`src/rtl/character_controller.sv`:
```
`default_nettype none
// ============================================================================
// Module   : character_controller
// Purpose  : Grid-stepping character movement controller. A frame tick is
//            derived from frame_clk. On each tick a keycode request either
//            turns the character in place (TURN), starts or continues a
//            one-tile walk (WALK), or leaves it standing (IDLE).
// Ports    : Clk              - system clock
//            Reset            - asynchronous active-high reset
//            frame_clk        - frame signal, asynchronous to Clk
//            keycode[7:0]     - USB HID keycode (0x00 = no key)
//            Direction[1:0]   - facing: 00 down, 01 up, 10 left, 11 right
//            Character_Moving - high while a step is in progress
//            Anim_Frame[1:0]  - walk-cycle sprite index
//            PosX[9:0]        - world X in pixels
//            PosY[9:0]        - world Y in pixels
//            Step_Done        - one-Clk pulse when a step completes
// Revision : 1.0 - initial release
// ============================================================================
module character_controller #(
  parameter int TILE        = 16,
  parameter int MAP_TILES   = 32,
  parameter int TURN_FRAMES = 4
) (
  input  logic       Clk,
  input  logic       Reset,
  input  logic       frame_clk,
  input  logic [7:0] keycode,
  output logic [1:0] Direction,
  output logic       Character_Moving,
  output logic [1:0] Anim_Frame,
  output logic [9:0] PosX,
  output logic [9:0] PosY,
  output logic       Step_Done
);

  localparam int PIX_W  = $clog2(TILE);
  localparam int TURN_W = (TURN_FRAMES > 1) ? $clog2(TURN_FRAMES) : 1;

  localparam logic [9:0]        C_POS_MAX   = 10'((MAP_TILES - 1) * TILE);
  localparam logic [9:0]        C_POS_HOME  = 10'((MAP_TILES / 2) * TILE);
  localparam logic [9:0]        C_TILE      = 10'(TILE);
  localparam logic [PIX_W-1:0]  C_PIX_LAST  = PIX_W'(TILE - 1);
  localparam logic [PIX_W-1:0]  C_ANIM_MASK = PIX_W'(TILE / 4 - 1);
  localparam logic [TURN_W-1:0] C_TURN_LAST = TURN_W'(TURN_FRAMES - 1);

  typedef enum logic [1:0] {
    ST_IDLE = 2'd0,
    ST_TURN = 2'd1,
    ST_WALK = 2'd2
  } state_t;

  state_t              state_q, state_d;
  logic [2:0]          sync_q, sync_d;
  logic [1:0]          dir_q, dir_d;
  logic [TURN_W-1:0]   turn_cnt_q, turn_cnt_d;
  logic [PIX_W-1:0]    pix_cnt_q, pix_cnt_d;
  logic [1:0]          anim_q, anim_d;
  logic [9:0]          posx_q, posx_d;
  logic [9:0]          posy_q, posy_d;
  logic                moving_q, moving_d;
  logic                step_done_q, step_done_d;

  logic                tick;
  logic                req_valid;
  logic [1:0]          req_dir;
  logic [9:0]          posx_step, posy_step;
  logic [PIX_W-1:0]    pix_next;
  logic                walk_px;

  // sync_q[1:0] is the two-flop synchroniser; sync_q[2] holds the previous
  // synchronised level so the rising edge becomes a single-Clk tick.
  assign sync_d   = {sync_q[1:0], frame_clk};
  assign tick     = sync_q[1] & ~sync_q[2];
  assign pix_next = pix_cnt_q + PIX_W'(1);

  // Target tile lies outside the map. Positions are tile aligned when this
  // is evaluated, so comparing against the edge tile is sufficient.
  function automatic logic is_blocked(input logic [1:0] dir,
                                      input logic [9:0] x,
                                      input logic [9:0] y);
    case (dir)
      2'b00:   is_blocked = (y >= C_POS_MAX);
      2'b01:   is_blocked = (y < C_TILE);
      2'b10:   is_blocked = (x < C_TILE);
      default: is_blocked = (x >= C_POS_MAX);
    endcase
  endfunction

  always_comb begin
    req_valid = 1'b1;
    req_dir   = 2'b00;
    case (keycode)
      8'h16:   req_dir = 2'b00;
      8'h1A:   req_dir = 2'b01;
      8'h04:   req_dir = 2'b10;
      8'h07:   req_dir = 2'b11;
      default: req_valid = 1'b0;
    endcase
  end

  // Position after moving one pixel in the current facing.
  always_comb begin
    posx_step = posx_q;
    posy_step = posy_q;
    case (dir_q)
      2'b00:   posy_step = posy_q + 10'd1;
      2'b01:   posy_step = posy_q - 10'd1;
      2'b10:   posx_step = posx_q - 10'd1;
      default: posx_step = posx_q + 10'd1;
    endcase
  end

  always_comb begin
    state_d     = state_q;
    dir_d       = dir_q;
    turn_cnt_d  = turn_cnt_q;
    pix_cnt_d   = pix_cnt_q;
    anim_d      = anim_q;
    posx_d      = posx_q;
    posy_d      = posy_q;
    step_done_d = 1'b0;
    walk_px     = 1'b0;

    if (tick) begin
      case (state_q)
        ST_IDLE: begin
          if (req_valid) begin
            if (req_dir != dir_q) begin
              dir_d      = req_dir;
              turn_cnt_d = '0;
              state_d    = ST_TURN;
            end else if (!is_blocked(dir_q, posx_q, posy_q)) begin
              walk_px = 1'b1;
            end
          end
        end
        ST_TURN: begin
          if (turn_cnt_q == C_TURN_LAST) begin
            if (req_valid && (req_dir == dir_q) && !is_blocked(dir_q, posx_q, posy_q))
              walk_px = 1'b1;
            else
              state_d = ST_IDLE;
          end else begin
            turn_cnt_d = turn_cnt_q + TURN_W'(1);
          end
        end
        default: walk_px = 1'b1;  // mid-step: keycode is ignored
      endcase
    end

    // Starting a step moves its first pixel on the same tick.
    if (walk_px) begin
      state_d   = ST_WALK;
      posx_d    = posx_step;
      posy_d    = posy_step;
      pix_cnt_d = pix_next;  // wraps to 0 on the last pixel
      if ((pix_next & C_ANIM_MASK) == '0)
        anim_d = anim_q + 2'd1;
      if (pix_cnt_q == C_PIX_LAST) begin
        step_done_d = 1'b1;
        // Continuing straight keeps WALK; anything else leaves the walk.
        if (!(req_valid && (req_dir == dir_q) && !is_blocked(dir_q, posx_step, posy_step))) begin
          anim_d = 2'd0;
          if (req_valid && (req_dir != dir_q)) begin
            dir_d      = req_dir;
            turn_cnt_d = '0;
            state_d    = ST_TURN;
          end else begin
            state_d = ST_IDLE;
          end
        end
      end
    end

    moving_d = (state_d == ST_WALK);
  end

  always_ff @(posedge Clk or posedge Reset) begin
    if (Reset) begin
      state_q     <= ST_IDLE;
      sync_q      <= '0;
      dir_q       <= 2'b00;
      turn_cnt_q  <= '0;
      pix_cnt_q   <= '0;
      anim_q      <= 2'd0;
      posx_q      <= C_POS_HOME;
      posy_q      <= C_POS_HOME;
      moving_q    <= 1'b0;
      step_done_q <= 1'b0;
    end else begin
      state_q     <= state_d;
      sync_q      <= sync_d;
      dir_q       <= dir_d;
      turn_cnt_q  <= turn_cnt_d;
      pix_cnt_q   <= pix_cnt_d;
      anim_q      <= anim_d;
      posx_q      <= posx_d;
      posy_q      <= posy_d;
      moving_q    <= moving_d;
      step_done_q <= step_done_d;
    end
  end

  assign Direction        = dir_q;
  assign Character_Moving = moving_q;
  assign Anim_Frame       = anim_q;
  assign PosX             = posx_q;
  assign PosY             = posy_q;
  assign Step_Done        = step_done_q;

endmodule
`default_nettype wire
```
`config.mk`:
```
export PLATFORM = sky130hd
export DESIGN_NAME = character_controller
export DESIGN_NICKNAME = d
export VERILOG_FILES = /design/src/rtl/character_controller.sv
export SDC_FILE = /design/constraint.sdc
export NUM_CORES = 1
export LEC_CHECK = 0
export ABC_AREA = 1
export ABC_CLOCK_PERIOD_IN_PS = 3000
export CAP_MARGIN = 20
export CORE_AREA = 2 2 76 78
export DETAILED_ROUTE_END_ITERATION = 10
export DIE_AREA = 0 0 78 80
export GPL_TIMING_DRIVEN = 0
export PLACE_DENSITY = 0.79
export REMOVE_ABC_BUFFERS = 1
export SYNTH_ARGS = -nofsm -noshare
export SYNTH_HDL_FRONTEND = slang
export SYNTH_SLANG_ARGS = --single-unit
```
`constraint.sdc`:
```
create_clock -name Clk -period 3 [get_ports Clk]
set_input_delay 0.6 -clock Clk [delete_from_list [all_inputs] [get_ports Clk]]
set_output_delay 0.6 -clock Clk [all_outputs]
set_load 0.1 [all_outputs]
```
==> impl_metrics.py <==
metrics = {
    "run_status": {
        "status": "completed",
    },
    "logic_synthesis": {
        "synth_top_family_by_area": "simple AND/OR/NAND/NOR gates",
        "synth_async_sr_flop_share_pct": 100,
        "syn_area_per_cell_um2": 6.70,
        "synth.mux.area_fraction_pct": 1.66,
        "synthTopCellsByArea": "dfrtp_1 29%, nand2_1 18%, nand3_1 8.5%, inv_1 7.1%, nor2_1 4.0%",
        "synth_simple_gate_area_share_pct": 40.7,
        "synth_seq_area_share_pct": 30.8,
        "synth_compound_area_share_pct": 10.4,
        "syn_area_mm2": 0.00302,
        "ys.flop_type": "dfrtp_1",
        "synth_commonest_cells": "141 x nand2_1, 57 x inv_1, 51 x nand3_1, 35 x dfrtp_1, 32 x nor2_1",
        "synth_warnings": 0,
        "synth_edf_count": 0,
        "ys_types": 42,
        "yosys.area.top_type": "dfrtp_1",
        "syn_inst": 450,
        "ys_seq_elements": 37,
        "synthXorXnorAreaFrac_pct": 3.78,
        "netlist.area_leader.share_pct": 29.0,
        "yosysMostFrequentCell": "nand2_1",
        "yosys.area_share.adder_pct": 1.66,
    },
    "grt": {
        "grt_util_all_layers_pct": 23.0,
        "grt_pass1_vias": 2670,
        "grt_pass1_wl_um": 11600,
        "grt_max_degree": 38,
        "grt_overflow_total": 0,
        "antenna_found_initial": 0,
    },
    "critical_path": {
        "critPathMostFrequentCell": "buf_4",
        "crit_arrival_ps": 2220,
        "critical_path.cell_chain": "buf_4 -> buf_4 -> clkdlybuf4s50_1",
        "crit_path_max_incr_delay_ps": 1120,
        "cp_top_family": "buffers and inverters",
        "setup.worst_path.start_class": "flop",
        "crit_buf_inv": 3,
        "cpMaxStageDelayCell": "clkdlybuf4s50_1",
        "cp.required_ps": 2400,
        "path_class": "reg -> out",
        "crit_fanout": 8,
        "worstSetupEndpointType": "output port",
    },
    "power_and_ir_drop": {
        "p_leak_nw": 1.85,
        "powerDensity_mw_per_mm2": 855,
        "vdd_ir_drop_max_v": 0.000597,
        "p_total_mw": 3.05,
    },
    "finish": {
        "n_fill_cell": 513,
        "drive_above_1_share_pct": 11.1,
        "fin_area_mm2": 0.00357,
        "fin_util_pct": 66.1,
        "final_nets": 502,
        "area_growth_pct": 18.5,
        "antenna_cells": 0,
    },
    "clocking": {
        "h-tree-depth": 2,
        "postCtsHoldBufs": 0,
        "clock-root-buffer": "clkbuf_8",
        "clock_sinks": 37,
        "clk_pin_slew_ps": 80,
        "insertion_delay_ps": 290,
        "cts-buffers-inserted": 5,
        "cts_tree": "done",
        "clock_path_buffers": 2,
    },
    "placement": {
        "place_ws_ps": -680,
        "place_area_mm2": 0.00339,
        "dp_hpwl_um": 5080,
        "portBuffers": 36,
        "routabilityCongestion": 0.910,
    },
    "die": {
        "rows": 27,
        "fp.coreArea_mm2": 0.00541,
        "io_pins": 37,
        "die_h_um": 80,
        "die_w_um": 78,
        "start_util_pct": 55.8,
        "dieArea_mm2": 0.00624,
    },
    "timing": {
        "period_needed_ps": 2820,
        "hold_viol_final": 0,
        "fin_ws_ps": 177,
        "skew_ps": 8.08,
        "setup_violations": 0,
        "tightest_slew_ps": 985,
        "fmax_ghz": 0.354,
        "relSlewSlack_pct": 34.1,
        "maxSlewViolCount": 0,
        "fin_crit_sh_pct": 94.1,
    },
    "routing": {
        "drcViolationCount": 0,
        "via_per_inst": 5.38,
        "drtIter0Drc": 149,
        "drtPass1Iterations": 5,
        "wl_per_cell_um": 12.6,
        "vias": 3013,
        "routed_wl_um": 7030,
        "antenna_left": 0,
    },
    "job": {
        "drv_cap": 0,
    },
    "worst_hold_path": {
        "hold_class": "reg -> reg",
    },
}
==> per-layer routing <==
layer | vias to the layer above | part of all wire (%) | GRT usage (%) | wire length [um]
li1 | 1528 | - | - | -
met1 | 1375 | 45 | 29.7 | 3200
met2 | 100 | 48 | 39.7 | 3380
met3 | 10 | 5.2 | 3.39 | 366
met4 | 0 | 1.3 | 7.54 | 91
met5 | - | 0 | 0 | 0
==> layout by cell type (no fill, tap or decap), drive strengths merged, types with 2 or more instances in the layout <==
cell and count:
a31oi 3, nand2 150, o21bai 2, o22ai 2, dfstp 2, inv 63, nand3b 2, nor2 40
o21ai 23, xnor2 4, nor3 5, clkbuf 6, nand3 57, ha 4, dfrtp 35, a32oi 2
a21oi 13, a41oi 4, nand4 7, xor2 9, mux2i 5, clkdlybuf4s50 36, buf 5
==> cells by family (layout without fill, tap and decap cells) <==
logic type | after synthesis | after routing
and+or+nand+nor | 264 | 264
buffers and inverters | 75 | 113
AOI/OAI and AO/OA | 52 | 52
DFF | 37 | 37
xor gates and xnor gates | 13 | 13
muxes | 5 | 5
adders and majority gates | 4 | 4
==> sequential cells by signal (all words and copies together), names as in the netlist <==
signal            cells
Anim_Frame            2
Character_Moving      1
Direction             2
PosX                 10
PosY                 10
Step_Done             1
pix_cnt_q             4
state_q               2
sync_q                3
turn_cnt_q            2
==> path summary, 6_finish.rpt <==
kind / slack [ps] / cells past startpoint / end / from
setup / recovery: 180 / 3 / Direction[0] / Direction[0]
hold / removal: 360 / 0 / sync_q[1] / sync_q[0]
setup reg to reg: 330 / 22 / Character_Moving / Direction[1]
hold reg to reg: 360 / 0 / sync_q[1] / sync_q[0]
max in group asynchronous: 1650 / 2 / Direction[1] / Reset
min in group asynchronous: 760 / 2 / state_q[1] / Reset
==> power by group <==
group          internal (mW)  switching, mW  total [mW]
Combinational          0.474           1.30        1.77
Clock                  0.270          0.185       0.455
Sequential             0.645          0.182       0.827
Total                   1.39           1.66        3.05
==> what timing repair did <==
item | CTS | global route
resized for setup | 5 | 4
endpoints found under the setup margin | 35 | 5
hold endpoints to repair | 0 | 0
buffers inserted | 0 | 4
==> final cells by class <==
| type | instances | area, um2 | area share, % |
|---|---|---|---|
| multi-input cells | 338 | 1770 | 49.5 |
| flip-flops and latches | 37 | 936 | 26.2 |
| repair buffers | 41 | 409 | 11.5 |
| inverters | 64 | 250 | 7.01 |
| well taps | 72 | 90.1 | 2.52 |
| clock buffers | 6 | 82.6 | 2.31 |
| clock inverters | 2 | 37.5 | 1.05 |
==> per-stage QoR <==
stage	TNS, ps	hold WS [ps]	cells
floorplan	-22560	331	439
global placement	-23700	336	547
detailed placement	-14380	342	548
CTS	0	360	556
global route	-15.2	365	560
finish	0	357	560
No activity file was read; power rests on OpenSTA's default activity.
